**config.mk**
```make
export PLATFORM = sky130hd
export DESIGN_NAME = datapath_unit
export DESIGN_NICKNAME = d
export VERILOG_FILES = /design/src/rtl/datapath_unit.sv
export SDC_FILE = /design/constraint.sdc
export NUM_CORES = 2
export LEC_CHECK = 0
export ABC_CLOCK_PERIOD_IN_PS = 28500
export CORE_MARGIN = 4
export CORE_UTILIZATION = 41
export DETAILED_ROUTE_END_ITERATION = 8
export PLACE_DENSITY_LB_ADDON = 0.2
export SYNTH_ARGS = -nofsm -noshare
export SYNTH_HDL_FRONTEND = slang
export SYNTH_SLANG_ARGS = --single-unit
export TNS_END_PERCENT = 10
```
**constraint.sdc**
```tcl
create_clock -name Clk -period 28.5 [get_ports Clk]
set_input_delay 5.7 -clock Clk [delete_from_list [all_inputs] [get_ports Clk]]
set_output_delay 5.7 -clock Clk [all_outputs]
set_load 0.02 [all_outputs]
```
**src/rtl/datapath_unit.sv**
```systemverilog
// Execution datapath of the 16-bit CPU: register file, data memory, write-back mux and ALU.
// Optional status flags are built when DP_FLAGS_EN is defined; otherwise Flags is tied to zero.
module datapath_unit (
  input  logic        Clk,
  input  logic        Rst,
  input  logic [7:0]  D_Addr,
  input  logic        D_Wr,
  input  logic        RF_s,
  input  logic        RF_W_en,
  input  logic [3:0]  RF_Ra_Addr,
  input  logic [3:0]  RF_Rb_Addr,
  input  logic [3:0]  RF_W_Addr,
  input  logic [2:0]  ALU_s0,
  output logic [15:0] ALU_A,
  output logic [15:0] ALU_B,
  output logic [15:0] ALU_Out,
  output logic [15:0] Mem_Q,
  output logic [2:0]  Flags
);
  localparam int DATA_W = 16;

  logic [DATA_W-1:0] rf_q [16];
  logic [DATA_W-1:0] rf_d [16];
  logic [DATA_W-1:0] mem_q [256];
  logic [DATA_W-1:0] mem_rd_q, mem_rd_d;
  logic [DATA_W-1:0] wb_data;
  logic [DATA_W:0]   alu_ext;
  logic              alu_carry;

  assign ALU_A = rf_q[RF_Ra_Addr];
  assign ALU_B = rf_q[RF_Rb_Addr];

  // Bit 16 of the widened result is carry-out for adds and borrow (A<B) for subtract.
  always_comb begin
    alu_ext = '0;
    case (ALU_s0)
      3'b000:  alu_ext = '0;
      3'b001:  alu_ext = {1'b0, ALU_A} + {1'b0, ALU_B};
      3'b010:  alu_ext = {1'b0, ALU_A} - {1'b0, ALU_B};
      3'b011:  alu_ext = {1'b0, ALU_A};
      3'b100:  alu_ext = {1'b0, ALU_A ^ ALU_B};
      3'b101:  alu_ext = {1'b0, ALU_A | ALU_B};
      3'b110:  alu_ext = {1'b0, ALU_A & ALU_B};
      default: alu_ext = {1'b0, ALU_A} + 17'd1;
    endcase
  end

  assign ALU_Out   = alu_ext[DATA_W-1:0];
  assign alu_carry = alu_ext[DATA_W];
  assign wb_data   = RF_s ? mem_rd_q : ALU_Out;
  assign Mem_Q     = mem_rd_q;

  always_comb begin
    rf_d = rf_q;
    if (RF_W_en) rf_d[RF_W_Addr] = wb_data;
    mem_rd_d = mem_q[D_Addr];
  end

  always_ff @(posedge Clk) begin
    if (Rst) begin
      for (int i = 0; i < 16; i++) rf_q[i] <= '0;
      mem_rd_q <= '0;
    end else begin
      rf_q     <= rf_d;
      mem_rd_q <= mem_rd_d;
    end
  end

  // Memory array is never cleared; only the write is blocked during reset.
  always_ff @(posedge Clk) begin
    if (!Rst && D_Wr) mem_q[D_Addr] <= ALU_A;
  end

`ifdef DP_FLAGS_EN
  logic [2:0] flags_q, flags_d;

  always_comb begin
    flags_d = flags_q;
    if (RF_W_en && !RF_s) flags_d = {ALU_Out[DATA_W-1], alu_carry, (ALU_Out == '0)};
  end

  always_ff @(posedge Clk) begin
    if (Rst) flags_q <= '0;
    else     flags_q <= flags_d;
  end

  assign Flags = flags_q;
`else
  logic unused_carry;
  assign unused_carry = alu_carry;
  assign Flags = 3'b000;
`endif

endmodule

```
==> impl_metrics.py <==
metrics = {
    "route": {
        "routed_wl_mm": 493,
        "first_pass_iters": 6,
        "drc": 0,
        "drt-initial-drc-count": 10300,
        "routedWlPerCell_um": 34.6,
        "viasPerCell": 6.01,
        "ant_nets": 0,
        "vias": 85400,
    },
    "logic_synthesis": {
        "synth_compound_area_share_pct": 1.69,
        "synth.avg_cell_area_sq_um": 21.8,
        "synth_top_family_by_area": "multiplexers",
        "ys.flop_type": "edfxtp_1",
        "synthAdderAreaFrac_pct": 0.361,
        "ys_types": 71,
        "synth_top_area_share_pct": 71.6,
        "yosysWarnings": 0,
        "ys_async_sr_fraction_pct": 0,
        "synthCells": 7868,
        "synth.cell_area_sq_um": 172000,
        "yosysTopAreaCell": "edfxtp_1",
        "synth-edff-count": 4096,
        "ys_ff_latch": 4368,
        "synthSimpleGateAreaFrac_pct": 2.28,
        "synthMuxAreaShare_pct": 19.5,
        "yosysSeqAreaShare_pct": 74.8,
        "synth-xor-area-share_pct": 0.112,
        "synth_area_leaders": "edfxtp_1 (72%), mux4_2 (19%), dfxtp_1 (3.2%)",
    },
    "critical_path": {
        "crit_buf_inv": 4,
        "worstPathArrival_ps": 13130,
        "path_cells": "buf_4 > buf_4 > mux2i_1 > a221oi_1 > nor2_1 > o21ai_0 > inv_1 > ha_1 > nand2_1 > nor3_1 > xnor2_1 > o22ai_1 > ha_1 > a21o_1 > nor4b_1 > o31ai_1 > a221oi_1 > o21ai_0 > xor2_1 > o31ai_1 > or2_2 > clkdlybuf4s50_1",
        "rr_endpoint": "rf_q[63]",
        "r2r_slack_ps": 21650,
        "reg2regPathDepth": 20,
        "cpLargestDelayFamily": "compound AO/OA/AOI/OAI gates",
        "slowest_delay_ps": 820,
        "worstPathRequired_ps": 22800,
        "crit_path_start_kind": "input pin",
        "cp_max_fo": 60,
        "cp-end-kind": "output pin",
        "crit_slowest_cell": "buf_4",
        "worstReg2RegStart": "rf_q[80]",
        "worstSetupPathType": "input pin to output pin",
    },
    "timing": {
        "slew_violations": 0,
        "setup_tns_ps": 0,
        "rsz0062_at_grt": "false",
        "hold_viol_final": 0,
        "skew_ps": 126,
        "worst_slack_ps": 9670,
        "fin_crit_sh_pct": 66.1,
        "fmax_mhz": 53.1,
        "min_period_ps": 18830,
        "tightest_slew_ps": 1220,
        "slew_headroom_pct": 18.4,
        "setup_viol": 0,
    },
    "final_layout": {
        "drive_gt1_share_pct": 32.3,
        "regArea_sq_um": 128000,
        "multiInputGateArea_sq_um": 42000,
        "nFillCells": 34200,
        "areaGrowthSynthToFinish_pct": 14.1,
        "final_util_pct": 47.0,
        "nets": 8424,
    },
    "floorplan": {
        "start_util_pct": 41.2,
        "chipWidth_um": 655,
        "num_io_pins": 95,
        "fp.coreArea_sq_um": 417000,
        "fp.dieH_um": 655,
        "die_area_sq_um": 429000,
        "row_count": 237,
    },
    "clock_tree": {
        "h-tree-depth": 5,
        "cts_buffers": 443,
        "cts_setup_buffers": 0,
        "cts_buffer_depth": 4,
        "cts_hold_buf": 0,
        "cts_resized": 0,
        "clock_sinks": 4368,
        "clk-insertion-delay-late_ps": 1030,
        "cts_tree": "done",
        "root_buffer": "clkbuf_16",
        "cts.clk_slew.worst_paths_ps": 60,
    },
    "global_routing": {
        "grt_use_met1_pct": 32.4,
        "gr-usage-met3_pct": 4.17,
        "busiest_layer": "met2",
        "antenna_found_initial": 26,
        "globalRoute.totalOverflow": 0,
        "use_met2_pct": 36.6,
        "grt_pass1_vias": 86200,
        "grt_pass1_wl_mm": 689,
        "grt_usage_pct": 22.8,
        "grt_max_degree": 161,
    },
    "min_path": {
        "hold_path.class": "flop to flop",
        "hp-start": "rf_q[45]",
        "whs_endpoint": "rf_q[45]",
        "whs_path_depth": 2,
    },
    "status": {
        "status": "complete, no violations",
    },
    "power": {
        "ir_drop_mv": 0.0537,
        "power_w": 0.0132,
        "cellLeakagePower_nw": 67.7,
        "power_density_nw_per_um2": 67.3,
    },
    "place": {
        "io_buffers": 91,
        "pre_cts_slack_ps": 9690,
        "place_hpwl_mm": 291,
        "routabilityCongestion": 0.851,
    },
    "run": {
        "maxCapViolations": 0,
    },
}
[where the power goes]
part / switching (W) / total [W] / internal, W / leakage (nW)
logic: 0.000343 / 0.000550 / 0.000206 / 14.7
registers: 0.0000118 / 0.00696 / 0.00695 / 46.1
clock network: 0.00245 / 0.00567 / 0.00321 / 6.84
total: 0.00281 / 0.0132 / 0.0104 / 67.7
[worst min-delay path, stage by stage, from the launching register on]
cell     delay (ps)
dfxtp_1         310
nand2_1          60
a21oi_1          50
[stage by stage]
stage / area (sq um) / hold slack [ps] / cells
3_3_place_gp: 182000 / 458 / 13400
5_1_grt: 196000 / 489 / 14200
6_report: 196000 / 471 / 14200
2_1_floorplan: 172000 / 441 / 7870
3_5_place_dp: 182000 / 460 / 13400
4_1_cts: 196000 / 471 / 14200
[metal layers]
| metal | routed length [um] | part of all wire [%] |
|---|---|---|
| met1 | 203000 | 41 |
| met2 | 237000 | 48 |
| met3 | 39400 | 8.0 |
| met4 | 13200 | 2.7 |
| met5 | 51 | 0.010 |
[flip-flops by register name, indices dropped and copies added (netlist names)]
name	cells
Mem_Q	16
mem_q	4096
rf_q	256
[logic make-up (layout without fill, tap and decap cells)]
group,after synthesis,in the layout
other,1,16
AOI/OAI and AO/OA,443,443
and+or+nand+nor,932,932
DFF,4368,4368
adders and majority gates,49,49
muxes,1516,1516
xor gates and xnor gates,22,22
buffers and inverters,537,1382
[worst max path at each step]
stage / startpoint / end / slack (ps) / cells past startpoint
floorplan: RF_Ra_Addr[0] / ALU_Out[15] / 10760 / 16
global placement: RF_Rb_Addr[0] / ALU_Out[15] / 9800 / 22
detailed placement: RF_Rb_Addr[0] / ALU_Out[15] / 9690 / 22
CTS: RF_Rb_Addr[0] / ALU_Out[15] / 9680 / 22
global route: RF_Rb_Addr[0] / ALU_Out[15] / 9190 / 22
finish: RF_Rb_Addr[0] / ALU_Out[15] / 9670 / 22
[cell type report]
cell class,count,area share [%]
sequential,4368,65.6
inverter,40,0.0766
clock buffer,574,6.02
antenna,13,0.0166
timing repair buffer,529,2.21
tap,5497,3.51
clock inverter,239,1.17
multi-input combinational,2965,21.4
[placed cells by master (no fill, tap or decap), drive strengths merged, types with 12 or more instances in the layout]
cell	synthesis	layout
clkinv	1	184
clkbuf	335	574
clkdlybuf4s50	0	78
nand2	315	315
and2	15	15
edfxtp	4096	4096
nand2b	12	12
bufinv	0	32
xnor2	15	15
inv	39	52
a211oi	97	97
a22oi	44	44
o22ai	26	26
dfxtp	272	272
a21oi	141	141
nor2b	24	24
o21ai	58	58
nor3	20	20
o31ai	19	19
ha	48	48
mux2i	46	46
mux4	1459	1459
buf	162	451
nor2	411	411
nand3	106	106
diode	0	13
[cells in the mapped netlist, types with 4 or more instances]
master,instances
nand2_1,314
a31oi_1,10
a22oi_1,42
a211oi_1,97
or2_2,4
o22ai_1,26
dfxtp_1,272
mux4_1,17
buf_2,28
nor3_1,20
mux2i_1,46
nor2_1,411
edfxtp_1,4096
mux4_2,1442
inv_1,37
o31ai_1,19
clkbuf_1,335
buf_4,7
nand2b_1,12
o21ai_2,10
a21oi_1,141
nand4_1,10
xor2_1,7
nor2b_1,24
and2_1,15
a32oi_1,8
a221oi_1,11
buf_1,122
ha_1,48
mux2_2,11
o21ai_0,47
a21o_1,5
xnor2_1,15
nand3_1,106
(Power assumes the default switching activity.)
